**src/rtl/spi_pkg.sv**
```systemverilog
// Shared types and defaults for the SPI register-access initiator.
package spi_pkg;

    typedef enum logic [2:0] {
        IDLE  = 3'd0,
        SETUP = 3'd1,
        SHIFT = 3'd2,
        HOLD  = 3'd3,
        GAP   = 3'd4
    } state_t;

    localparam int FRAME_W     = 16;
    localparam int CMD_RW_BIT  = 15;
    localparam int DEF_CLK_DIV = 4;
    localparam int DEF_ADDR_W  = 4;
    localparam int DEF_DATA_W  = 8;

endpackage

```
**src/rtl/spi_sclk_div.sv**
```systemverilog
// Half-period timer: tick_o pulses on the last cycle of every CLK_DIV-cycle window while en_i is high.
// phase_o toggles on each tick; both counter and phase clear whenever en_i drops.
module spi_sclk_div
    import spi_pkg::*;
#(
    parameter int CLK_DIV = DEF_CLK_DIV
) (
    input  logic clk,
    input  logic rst_n,
    input  logic en_i,
    output logic tick_o,
    output logic phase_o
);

    localparam int CW = $clog2(CLK_DIV);

    logic [CW-1:0] cnt_q;
    logic          phase_q;

    assign tick_o  = en_i && (cnt_q == CW'(CLK_DIV - 1));
    assign phase_o = phase_q;

    always_ff @(posedge clk) begin
        if (!rst_n) begin
            cnt_q   <= '0;
            phase_q <= 1'b0;
        end else if (!en_i) begin
            cnt_q   <= '0;
            phase_q <= 1'b0;
        end else if (tick_o) begin
            cnt_q   <= '0;
            phase_q <= ~phase_q;
        end else begin
            cnt_q   <= cnt_q + 1'b1;
        end
    end

endmodule

```
**src/rtl/spi_master.sv**
```systemverilog
// Mode-0 SPI initiator: one 16-bit {cmd, data} frame per accepted command, done pulse 34H+1 cycles after accept.
// start_ready is high only in IDLE; commands offered at any other time simply wait.
module spi_master
    import spi_pkg::*;
#(
    parameter int CLK_DIV = DEF_CLK_DIV,
    parameter int ADDR_W  = DEF_ADDR_W,
    parameter int DATA_W  = DEF_DATA_W
) (
    input  logic              clk,
    input  logic              rst_n,
    input  logic              start_valid,
    output logic              start_ready,
    input  logic              rw,
    input  logic [ADDR_W-1:0] addr,
    input  logic [DATA_W-1:0] wdata,
    output logic [DATA_W-1:0] rdata,
    output logic              done,
    output logic              busy,
    output logic              sclk,
    output logic              cs_n,
    output logic              mosi,
    input  logic              miso
);

    state_t              state_q;
    logic [FRAME_W-2:0]  tx_q;
    logic [DATA_W-1:0]   rx_q;
    logic [DATA_W-1:0]   rdata_q;
    logic [4:0]          bit_q;
    logic                rw_q;
    logic                done_q;
    logic                busy_q;
    logic                sclk_q;
    logic                cs_n_q;
    logic                mosi_q;

    logic [7:0]          cmd_d;
    logic [FRAME_W-1:0]  frame_d;
    logic                tick;
    logic                phase;
    logic                div_en;

    always_comb begin
        cmd_d             = '0;
        cmd_d[7]          = rw;
        cmd_d[ADDR_W-1:0] = addr;
        frame_d           = {cmd_d, (rw ? wdata : {DATA_W{1'b0}})};
    end

    // Timer is frozen for the done cycle so GAP still lasts a full H after it.
    assign div_en = (state_q != IDLE) && !done_q;

    spi_sclk_div #(
        .CLK_DIV (CLK_DIV)
    ) u_div (
        .clk     (clk),
        .rst_n   (rst_n),
        .en_i    (div_en),
        .tick_o  (tick),
        .phase_o (phase)
    );

    always_ff @(posedge clk) begin
        if (!rst_n) begin
            state_q <= IDLE;
            tx_q    <= '0;
            rx_q    <= '0;
            rdata_q <= '0;
            bit_q   <= '0;
            rw_q    <= 1'b0;
            done_q  <= 1'b0;
            busy_q  <= 1'b0;
            sclk_q  <= 1'b0;
            cs_n_q  <= 1'b1;
            mosi_q  <= 1'b0;
        end else begin
            done_q <= 1'b0;
            case (state_q)
                IDLE: begin
                    if (start_valid) begin
                        state_q <= SETUP;
                        tx_q    <= frame_d[FRAME_W-2:0];
                        mosi_q  <= frame_d[CMD_RW_BIT];
                        rw_q    <= rw;
                        bit_q   <= '0;
                        cs_n_q  <= 1'b0;
                        busy_q  <= 1'b1;
                    end
                end
                SETUP: begin
                    if (tick) begin
                        state_q <= SHIFT;
                        sclk_q  <= 1'b1;
                    end
                end
                SHIFT: begin
                    // phase tracks sclk here: 1 means the high phase is ending.
                    if (tick) begin
                        if (phase) begin
                            sclk_q <= 1'b0;
                            rx_q   <= {rx_q[DATA_W-2:0], miso};
                            bit_q  <= bit_q + 5'd1;
                            if (bit_q != 5'd15) begin
                                tx_q   <= {tx_q[FRAME_W-3:0], 1'b0};
                                mosi_q <= tx_q[FRAME_W-2];
                            end else begin
                                mosi_q <= 1'b0;
                            end
                        end else if (bit_q == 5'd16) begin
                            state_q <= HOLD;
                        end else begin
                            sclk_q <= 1'b1;
                        end
                    end
                end
                HOLD: begin
                    if (tick) begin
                        state_q <= GAP;
                        cs_n_q  <= 1'b1;
                        done_q  <= 1'b1;
                        if (!rw_q) begin
                            rdata_q <= rx_q;
                        end
                    end
                end
                GAP: begin
                    busy_q <= 1'b0;
                    if (tick) begin
                        state_q <= IDLE;
                    end
                end
                default: state_q <= IDLE;
            endcase
        end
    end

    assign start_ready = (state_q == IDLE);
    assign rdata       = rdata_q;
    assign done        = done_q;
    assign busy        = busy_q;
    assign sclk        = sclk_q;
    assign cs_n        = cs_n_q;
    assign mosi        = mosi_q;

endmodule

```
**config.mk**
```make
export PLATFORM = sky130hd
export DESIGN_NAME = spi_master
export DESIGN_NICKNAME = d
export VERILOG_FILES = /design/src/rtl/spi_pkg.sv /design/src/rtl/spi_sclk_div.sv /design/src/rtl/spi_master.sv
export SDC_FILE = /design/constraint.sdc
export NUM_CORES = 1
export LEC_CHECK = 0
export BUFFER_PORTS_ARGS = -buffer_cell sky130_fd_sc_hd__buf_2
export CORE_MARGIN = 3
export CORE_UTILIZATION = 40
export CTS_CLUSTER_SIZE = 40
export DETAILED_ROUTE_END_ITERATION = 6
export SYNTH_ARGS = -nofsm -noshare
export SYNTH_HDL_FRONTEND = slang
export SYNTH_HIERARCHICAL = 1
export SYNTH_SLANG_ARGS = --single-unit
```
**constraint.sdc**
```tcl
create_clock -name clk -period 2.45 [get_ports clk]
set_input_delay 0.6125 -clock clk [delete_from_list [all_inputs] [get_ports clk]]
set_output_delay 0.6125 -clock clk [all_outputs]
set_load 0.05 [all_outputs]
```
# Word level (Yosys, flattened, before mapping)
# Cells that the tools add are included.
dict set report op_classes {
  addsub 2
  n_eq_ne 17
  mux 33
  n_bitwise 4
  n_reduce_logical 21
}
# op n
set op_table {}
lappend op_table {{2-to-1 mux 15 bit} 4}
lappend op_table {{case mux 15 bit (2 select lines)} 1}
lappend op_table {{2-to-1 mux 3 bit} 7}
lappend op_table {{!= test 2 bit, second input constant} 8}
lappend op_table {{2-to-1 mux 5 bit} 3}
lappend op_table {{case mux 3 bit (5 select lines)} 1}
lappend op_table {{2-to-1 mux 1 bit} 11}
lappend op_table {{case mux 5 bit (2 select lines)} 1}
lappend op_table {{AND reduction 3 bit} 3}
lappend op_table {{2-to-1 mux 8 bit} 1}
lappend op_table {{case mux 1 bit (2 select lines)} 4}
lappend op_table {{AND reduction 2 bit} 4}
lappend op_table {{AND reduction 4 bit} 2}
lappend op_table {{nonzero test 2 bit} 4}
lappend op_table {{AND reduction 7 bit} 1}
lappend op_table {{== test 3 x 2 -> 1 bit, second input constant} 2}
lappend op_table {{adder 5 x 1 -> 5 bit, second input constant} 1}
lappend op_table {{== test 5 bit, second input constant} 1}
lappend op_table {{!= test 5 x 4 -> 1 bit, second input constant} 1}
lappend op_table {{AND reduction 5 bit} 1}
lappend op_table {{NOT 1 bit} 4}
lappend op_table {{== test 3 x 1 -> 1 bit, second input constant} 1}
lappend op_table {{== test 3 bit, second input constant} 1}
lappend op_table {{logical NOT 3 bit} 1}
lappend op_table {{8 further kinds} 9}
dict set report word_totals {
  reg_bits 48
  output_inout_bits 14
  elab_cells 90
}

# Longest topological paths before layout
# Gate-level depths: netlist of the first run.
dict set report depth {
  word_depth 5
  ltp_mapped 10
  mapped_depth_nobuf 7
}

# Hierarchy
# Netlist of the first run, hierarchy kept.
# module instances cells_per_inst area_per_inst_um2 seq_area_each_um2
set by_module_without_submodules {}
lappend by_module_without_submodules {spi_master 1 245 2189.6 900.9}
lappend by_module_without_submodules {spi_sclk_div 1 10 108.9 60.1}

# Least setup slack after synthesis of the first run
# Ideal clock, no wire load.
dict set report synth_timing {
  path_type {reg-to-reg}
  start {reg state_q[0]}
  end {reg state_q[2]}
  arrival_ps 2445
  required_time_ps 2322
  setup_slack_ps -122
  stages_incl_launch_ff 11
  n_path_buf 3
  synth_period_minus_slack_ps 2572
  cell_sequence {dfxtp_1 > or2_1 > buf_2 > nor2_1 > nor2_1 > and2_2 > clkbuf_1 > nand4b_1 > clkbuf_1 > o21a_1 > nor2_1}
}
dict set report synth_via {
  word_cells_on_any_way 17
  classes_between {eq/ne: 11; mux: 1; reduce/logical: 5}
}
# element line_no
set synth_rtl {}
lappend synth_rtl {{from (decl)} spi_master.sv:26} ;# state_t state_q;
lappend synth_rtl {{from (signal assigned)} spi_master.sv:66} ;# state_q <= IDLE;
lappend synth_rtl {{from (signal assigned)} spi_master.sv:82} ;# state_q <= SETUP;
lappend synth_rtl {{from (signal assigned)} spi_master.sv:93} ;# state_q <= SHIFT;
lappend synth_rtl {{logical NOT 3 bit (*)} --}
lappend synth_rtl {{net start_ready} spi_master.sv:13} ;# output logic start_ready,
lappend synth_rtl {{!= test 2 bit (no line)} --}
lappend synth_rtl {{AND reduction 7 bit (no line)} --}
# Mark *: on every way through the listed nets, which the timed path passes. The rest lies on a longest branch.
# A chain may end at the register's enable or synchronous reset.

# Worst setup path in the final report of the first run
dict set report layout_timing {
  start {reg state_q[0]}
  end {reg tx_q[9]}
}
dict set report layout_via {
  elab_chain_len 5
  word_cells_on_any_way 12
  classes_between {eq/ne: 5; mux: 1; reduce/logical: 6}
}
# element line_no
set layout_rtl {}
lappend layout_rtl {{nonzero test 3 bit} spi_master.sv:52} ;# assign div_en = (state_q != IDLE) && !done_q;
lappend layout_rtl {{logical AND 1 bit} spi_master.sv:52}
lappend layout_rtl {{net div_en} spi_master.sv:42} ;# logic div_en;
lappend layout_rtl {{logical AND 1 bit} spi_sclk_div.sv:20} ;# assign tick_o = en_i && (cnt_q == CW'(CLK_DIV - 1));
lappend layout_rtl {{net tick} spi_master.sv:40} ;# logic tick;
lappend layout_rtl {{!= test 2 bit (no line)} --}
lappend layout_rtl {{AND reduction 5 bit (no line)} --}
lappend layout_rtl {{to (signal assigned)} spi_master.sv:83} ;# tx_q <= frame_d[FRAME_W-2:0];
lappend layout_rtl {{to (signal assigned)} spi_master.sv:105} ;# tx_q <= {tx_q[FRAME_W-3:0], 1'b0};
lappend layout_rtl {{to (decl)} spi_master.sv:27} ;# logic [FRAME_W-2:0] tx_q;
# The timed path passes the listed nets, and every way through them passes these cells.

==> run_results.csv, run 1 <==
group,metric,value,unit
setup_path,cp.buffers_inverters,0,
die,initial_core_util,0.431,
sta,finalSetupTns,0,ns
clocking,cts-root-buf,"clkbuf_8",
setup_path,critPathArrivalTime,2.32,ns
logic_synthesis,ys_seq_area_frac,0.418,
drt,drc,0,
die,core_area,5340,um^2
die,die_x,81.8,um
logic_synthesis,syn_inst,255,
sta,worst-slew-pin-transition,0.623,ns
place,place_area,2510,um^2
logic_synthesis,synthTopCellsByArea,"dfxtp_1, mux2i_1, a221oi_2",
clocking,clkLatencyLatePin,0.29,ns
pwr,irDropWorstVdd,0.328,mV
cells_and_area,area_growth,12.8,%
drt,detail-route-antenna-nets,0,
clocking,cts_buffer_depth,2,
setup_path,required,2.65,ns
setup_path,cp_slowest_cell,"or3_1",
sta,clock.fmax,472,MHz
place,hpwl,3430,um
cells_and_area,final_cell_mix,"dfxtp_1, buf_2, nand3_1",
clocking,htreeDepth,2,
sta,rsz0062_at_grt,"no",
drt,post_drt_wl_per_cell,14.3,um
place,port_buffers,30,
grt,grt_max_degree,22,
setup_path,crit_start,"state_q[0]",
sta,fin_crit_sh,0.865,
logic_synthesis,avgSynthCellArea,9.01,um^2
grt,grt_overflow,0,
hold_path,min_from,"u_div/cnt_q[0]",
drt,via_per_inst,5.46,
clocking,postCtsResizedCells,0,
grt,grt_use_total,0.158,
pwr,p_int,1.06,mW
logic_synthesis,synthesis.area,2300,um^2
clocking,holdBufCountCts,0,
die,ioPinCount,31,
clocking,numClockSinks,48,
drt,first_pass_iters,4,
die,die_h,81.8,um
drt,vias,1911,
pwr,p_seq_frac,0.575,
pwr,p_sw,367,uW
clocking,clk_pin_slew_worst_paths,0.08,ns
sta,final.setup_skew,0.00709,ns
pwr,p_clk_frac,0.313,
setup_path,cp-end-kind,"register",
logic_synthesis,yosys_warnings,6,
grt,grt_pass1_vias,1749,
cells_and_area,final_cell_area,2590,um^2
sta,drv_slew,0,
sta,hold_viol_final,0,
cells_and_area,fillCellCount,564,
grt,antenna_found_initial,0,
cells_and_area,final_common_cell,"dfxtp_1",
setup_path,critical-path-top-delay-family,"simple AND/OR/NAND/NOR gates",
grt,grt_first_pass_wirelength,8250,um
cells_and_area,drive_gt1_frac,0.229,
place,place_congestion,0.848,
setup_path,cp_cell_sequence,"or2_1 > nor2_2 > nor2_1 > and2_2 > nand3_1 > or3_1 > a221oi_1",
cells_and_area,nNetsFinal,301,
sta,setup_viol,0,
sta,period_needed,2.12,ns
setup_path,critPathLaunchType,"register",
pwr,sw_frac_of_total,0.257,
clocking,cts_tree,"yes",
setup_path,critPathKind,"register to register",
setup_path,crit_fanout,11,
pwr,fin_total_pwr,1.43,mW
clocking,numCtsBuffers,5,
die,die_area,6690,um^2
logic_synthesis,synth_top_area_frac,0.418,
logic_synthesis,synth_largest_area_cell,"dfxtp_1",
pwr,p_comb_frac,0.112,
cells_and_area,antenna_cells,0,
die,row_count,26,
setup_path,slowest_delay,0.62,ns
logic_synthesis,syn_nets,276,
logic_synthesis,synth_cell_types,45,
pwr,p_per_area,550,nW/um^2
pwr,leakage,1.04,nW
drt,routed_wl,5020,um
clocking,post_cts_buffers,0,
run,cap_violations,0,
logic_synthesis,ys_ff_latch,48,
setup_path,rr_startpoint,"state_q[0]",
sta,relSlewSlack,0.585,
drt,dr.first_iter.drc_count,99,
hold_path,hp-class,"register to register",
status,run_status,"completed",
worst paths after layout:
path / to / slack, ns / cells after the start
setup reg to reg: tx_q[9] / 0.33 / 7
hold / removal: u_div/cnt_q[0] / 0.44 / 1
hold reg to reg: u_div/cnt_q[0] / 0.44 / 1
setup / recovery: tx_q[9] / 0.33 / 7
cell usage after synthesis, drive strengths merged:
library cell and n:
o21a 2, inv 7, nand3 29, nor3 1, buf 10, xor2 1
nor3b 2, and3 1, or3 4, a311o 1, ha 4, and2 9
nor4bb 2, a21oi 21, or3b 2, nor4b 1, or2 1, o21ba 1
clkbuf 12, nor2 20, a221oi 12, a211oi 2, nand4 1, xnor2 1
nand2 13, nand2b 2, mux2i 20, nand4b 2, nand3b 1, nand4bb 1
a31oi 1, or4b 1, and4b 1, o21ai 17, dfxtp 48, o31ai 1
metrics by stage:
stage	worst slack (ns)	hold WS, ns	cells	util
finish	0.330	0.437	350	0.486
global route	0.157	0.475	350	0.486
detailed placement	0.360	0.422	343	0.471
floorplan	0.139	0.404	255	-
global placement	0.429	0.418	343	0.471
CTS	0.333	0.437	350	0.486
state kept, by name, indices dropped and copies added, names as in the netlist:
signal and count:
tx_q 15, rx_q 8, sclk 1, u_div/cnt_q 2, bit_q 5, mosi 1, busy 1, state_q 3
cs_n 1, done 1, rdata 8, u_div/phase_o 1, rw_q 1
worst reg2reg max path, stage by stage (launching register included):
cell and delay (ns):
dfxtp_1 0.33, or2_1 0.22, nor2_2 0.06, nor2_1 0.13
and2_2 0.17, nand3_1 0.14, or3_1 0.62, a221oi_1 0.35
per-layer routing:
| layer | routed length [um] | global-route usage | part of all wire | vias up |
|---|---|---|---|---|
| met2 | 2300 | 0.250 | 0.46 | 31 |
| li1 | - | - | - | 962 |
| met5 | 0 | 0 | 0 | - |
| met1 | 2490 | 0.214 | 0.50 | 912 |
| met4 | 49 | 0.0449 | 0.0098 | 0 |
| met3 | 179 | 0.0340 | 0.036 | 6 |
power groups by stage:
| stage | logic, mW | clock network, mW | registers (mW) |
|---|---|---|---|
| 2_1_floorplan | 0.107 | 0 | 0.847 |
| 3_3_place_gp | 0.159 | 0 | 0.837 |
| 3_5_place_dp | 0.161 | 0 | 0.838 |
| 4_1_cts | 0.162 | 0.454 | 0.820 |
| 5_1_grt | 0.177 | 0.494 | 0.822 |
| 6_report | 0.160 | 0.447 | 0.819 |
cell families (layout without fill, tap and decap cells):
logic type,count (synthesis),count (layout),synth area share
flip-flops,48,48,0.418
XOR/XNOR,2,2,0.00762
multiplexers,20,20,0.0871
adder cells (fa/ha/maj),4,4,0.0218
AND/OR/NAND/NOR,94,94,0.225
buffers and inverters,29,54,0.0555
AO/OA/AOI/OAI,58,58,0.185
layout make-up:
type,count,area (um^2),share of cell area
repair buffers,40,225,0.0868
flip-flops and latches,48,961,0.370
clock inverters,2,12.5,0.00482
well taps,70,87.6,0.0338
inverters,7,26.3,0.0101
multi-input cells,178,1210,0.467
clock buffers,5,68.8,0.0265
Note: power is estimated with default switching activity, not from simulation.
==> run 2: changes to the inputs <==
- CELL_PAD_IN_SITES_DETAIL_PLACEMENT: unset -> 1
- CELL_PAD_IN_SITES_GLOBAL_PLACEMENT: unset -> 2
- CORE_UTILIZATION: 40 -> 35
- PLACE_DENSITY_LB_ADDON: unset -> 0.1
==> run 2 against run 1 <==
Compared with the run above: global-route usage rose by 0.95 points; sequential power barely moved; non-clock buffer count did not move; via count barely moved; final cell count rose by 1.7%; die area rose by 13%; routed wire length rose by 15%; largest cell class unchanged.
==> run_results.csv, run 2 (same netlist as run 1, synthesis figures left out) <==
group,metric,value,unit
status,run_status,"completed",
cells_and_area,area_growth,13.8,%
setup_path,critPathLaunchType,"register",
pwr,leakage,1.04,nW
grt,grt_pass1_vias,1957,
drt,detail-route-antenna-nets,0,
place,port_buffers,30,
place,hpwl,3900,um
clocking,htreeDepth,2,
clocking,cts_buffer_depth,2,
sta,setup_viol,0,
sta,rsz0062_at_grt,"no",
cells_and_area,fin_cells,356,
cells_and_area,nNetsFinal,301,
cells_and_area,multi_input_area,1220,um^2
clocking,numCtsBuffers,5,
sta,whs,0.427,ns
hold_path,min_from,"u_div/cnt_q[0]",
sta,relSlewSlack,0.613,
die,die_h,87.0,um
clocking,clk_pin_slew_worst_paths,0.10,ns
pwr,p_seq_frac,0.557,
cells_and_area,final_cell_mix,"dfxtp_1, buf_2, nand3_1",
pwr,p_sw,402,uW
sta,period_needed,2.17,ns
cells_and_area,drive_gt1_frac,0.235,
grt,grt_overflow,0,
pwr,sw_frac_of_total,0.273,
drt,via_per_inst,5.37,
grt,grt_use_total,0.167,
pwr,fin_total_pwr,1.47,mW
clocking,cts_tree,"yes",
sta,fin_crit_sh,0.888,
cells_and_area,antenna_cells,0,
hold_path,hp-class,"register to register",
drt,routed_wl,5760,um
sta,drv_slew,0,
setup_path,critPathKind,"register to register",
setup_path,cp-end-kind,"register",
grt,grt_first_pass_wirelength,9920,um
drt,dr.first_iter.drc_count,47,
drt,post_drt_wl_per_cell,16.2,um
pwr,p_clk_frac,0.331,
clocking,numClockSinks,48,
cells_and_area,fillCellCount,718,
cells_and_area,final_common_cell,"dfxtp_1",
pwr,p_comb_frac,0.112,
sta,finalSetupTns,0,ns
die,ioPinCount,31,
place,dp_cells,348,
cells_and_area,top_register,"tx_q",
sta,final.setup_skew,0.0134,ns
cells_and_area,seqCellArea,961,um^2
setup_path,crit_start,"state_q[2]",
die,die_x,87.0,um
die,row_count,28,
grt,antenna_found_initial,0,
setup_path,crit_fanout,11,
drt,vias,1912,
sta,hold_viol_final,0,
die,initial_core_util,0.375,
sta,clock.fmax,460,MHz
clocking,cts-root-buf,"clkbuf_8",
clocking,clkLatencyLatePin,0.31,ns
drt,first_pass_iters,4,
place,place_congestion,0.756,
setup_path,required,2.66,ns
sta,worst-slew-pin-transition,0.578,ns
die,die_area,7580,um^2
grt,grt_max_degree,29,
pwr,irDropWorstVdd,0.210,mV
setup_path,rr_startpoint,"state_q[2]",
drt,drc,0,
run,cap_violations,0,
die,core_area,6130,um^2
pwr,p_int,1.07,mW
setup_path,critPathArrivalTime,2.38,ns
clocking,holdBufCountCts,0,
cells_and_area,largest_reg_flops,15,
pwr,p_per_area,562,nW/um^2
[run 2: layout make-up]
class                           count  area share
Inverter                            7      0.0100
Timing Repair Buffer               40      0.0861
Tap cell                           75      0.0359
Clock inverter                      3     0.00909
Clock buffer                        5      0.0263
Sequential cell                    48       0.367
Multi-Input combinational cell    178       0.465
[run 2: critical path, cell delays in order (launching register included)]
cell and delay (ns):
dfxtp_1 0.34, or2_1 0.24, nor2_2 0.08, nor2_1 0.16, and2_2 0.19, buf_4 0.16, nand4b_1 0.49, o21ai_1 0.32
a21oi_1 0.10
[run 2: path summary, 6_finish.rpt]
path / to / slack (ns) / cells past startpoint
max: rdata[2] / 0.28 / 8
min: u_div/cnt_q[0] / 0.43 / 1
max reg2reg: rdata[2] / 0.28 / 8
min reg2reg: u_div/cnt_q[0] / 0.43 / 1
[run 2: metrics by stage]
step	cell area, um^2	util	setup WS (ns)
finish	2620	0.427	0.275
global route	2620	0.427	0.0349
CTS	2610	0.426	0.204
detailed placement	2520	0.411	0.323
global placement	2520	0.411	0.392
floorplan	2300	-	0.139
[run 2: power groups by stage]
stage | Sequential (mW) | Clock [mW] | Combinational, mW
floorplan | 0.847 | 0 | 0.107
global placement | 0.837 | 0 | 0.164
detailed placement | 0.837 | 0 | 0.166
CTS | 0.819 | 0.509 | 0.168
global route | 0.824 | 0.543 | 0.182
finish | 0.819 | 0.486 | 0.165
[run 2: what timing repair did]
action                                  4_1_cts  5_1_grt
buffers inserted                              0        0
gates resized for setup                       0        1
endpoints found under the setup margin        0        1
[run 2: layer usage]
metal | vias up | part of all wire | GRT usage | routed length, um
met3 | 7 | 0.034 | 0.0274 | 197
met5 | - | 0 | 0 | 0
met4 | 0 | 0.013 | 0.0581 | 76
met2 | 27 | 0.49 | 0.273 | 2810
met1 | 912 | 0.46 | 0.222 | 2670
li1 | 966 | - | - | -
==> run 3: changes to the inputs <==
- RECOVER_POWER: unset -> 50
==> run 3 against run 2 <==
Compared with the run above: power is essentially flat; die area stayed put; worst setup slack got worse by 0.076 ns; global-route usage unchanged; worst hold slack hardly changed; sequential share of layout area rose by 0.35 points; count of clock-buffer cells in the layout is the same; routed wire length increased by 0.28%; combinational power about the same; critical path type is now register to output port; critical endpoint is now start_ready.
==> run_results.csv, run 3 (same netlist as run 1, synthesis figures left out) <==
group,metric,value,unit
die,die_area,7580,um^2
grt,antenna_found_initial,0,
grt,grt_use_total,0.167,
cells_and_area,top_register,"tx_q",
drt,dr.first_iter.drc_count,52,
sta,relSlewSlack,0.554,
status,run_status,"completed",
drt,vias,1907,
pwr,p_per_area,567,nW/um^2
place,place_congestion,0.756,
run,cap_violations,0,
die,core_area,6130,um^2
place,pre_cts_ws,0.323,ns
cells_and_area,final_cell_area,2590,um^2
die,initial_core_util,0.375,
cells_and_area,antenna_cells,0,
clocking,clk_pin_slew_worst_paths,0.08,ns
clocking,cts-root-buf,"clkbuf_8",
cells_and_area,final_common_cell,"dfxtp_1",
die,row_count,28,
sta,whs,0.427,ns
clocking,htreeDepth,2,
drt,drc,0,
drt,via_per_inst,5.36,
cells_and_area,drive_gt1_frac,0.178,
place,hpwl,3900,um
die,die_h,87.0,um
drt,first_pass_iters,4,
setup_path,critPathLaunchType,"register",
place,port_buffers,30,
drt,routed_wl,5770,um
pwr,leakage,0.979,nW
setup_path,critPathKind,"register to output port",
sta,drv_slew,0,
drt,detail-route-antenna-nets,0,
setup_path,required,1.84,ns
setup_path,critPathArrivalTime,1.64,ns
clocking,cts_buffer_depth,2,
clocking,cts_tree,"yes",
grt,grt_pass1_vias,1957,
die,ioPinCount,31,
sta,finalSetupTns,0,ns
sta,final.setup_skew,0.0125,ns
grt,grt_first_pass_wirelength,9920,um
sta,rsz0062_at_grt,"no",
clocking,numClockSinks,48,
clocking,postCtsResizedCells,0,
grt,grt_max_degree,29,
pwr,irDropWorstVdd,0.210,mV
die,die_x,87.0,um
cells_and_area,area_growth,12.7,%
sta,hold_viol_final,0,
sta,setup_viol,0,
cells_and_area,final_cell_mix,"dfxtp_1, nand3_1, a21oi_1, mux2i_1, nor2_1",
hold_path,hp-class,"register to register",
sta,fin_crit_sh,0.919,
drt,post_drt_wl_per_cell,16.2,um
cells_and_area,nNetsFinal,301,
setup_path,cp-end-kind,"output port",
cells_and_area,largest_reg_flops,15,
cells_and_area,fin_cells,356,
grt,grt_overflow,0,
cells_and_area,final_util,0.423,
sta,clock.fmax,444,MHz
sta,worst-slew-pin-transition,0.671,ns
place,place_area,2520,um^2
clocking,post_cts_buffers,0,
pwr,fin_total_pwr,1.47,mW
clocking,holdBufCountCts,0,
clocking,clkLatencyLatePin,0.31,ns
place,dp_cells,348,
sta,period_needed,2.25,ns
sta,layout_setup_ws,0.199,ns
setup_path,crit_fanout,6,
clocking,numCtsBuffers,5,
-- run 3: changes by cell type in the layout (fill, tap and decap cells not counted), sizes merged --
| cell | previous run | this run |
|---|---|---|
| clkbuf | 5 | 21 |
| buf | 40 | 24 |
-- run 3: final timing paths --
| kind | slack (ns) | endpoint | startpoint | cells past startpoint |
|---|---|---|---|---|
| max reg2reg | 0.27 | rdata[2] | state_q[2] | 8 |
| min reg2reg | 0.43 | u_div/cnt_q[0] | u_div/cnt_q[0] | 1 |
| max | 0.20 | start_ready | state_q[2] | 3 |
| min | 0.43 | u_div/cnt_q[0] | u_div/cnt_q[0] | 1 |
-- run 3: area by class of cell --
cell class	instances	area, um^2
Clock inverter	3	23.8
Multi-Input combinational cell	178	1220
Timing Repair Buffer	40	200
Fill cell	724	3540
Tap cell	75	93.8
Clock buffer	5	68.8
Inverter	7	26.3
Sequential cell	48	961
-- run 3: power by group --
| group | internal, mW | total, mW | switching (mW) |
|---|---|---|---|
| registers | 0.804 | 0.819 | 0.0153 |
| logic | 0.0601 | 0.163 | 0.103 |
| clock network | 0.202 | 0.486 | 0.284 |
-- run 3: per-layer routing --
metal  vias up  share of wire  GRT usage
met4         0          0.013     0.0581
met5         -              0          0
li1        967              -          -
met1       908           0.48      0.222
met3         7          0.030     0.0274
met2        25           0.48      0.273
-- run 3: worst max-delay path, cell delays in order (launching register included) --
cell and delay, ns:
dfxtp_1 0.32, or2_1 0.31, nor2_2 0.17, clkbuf_1 0.54
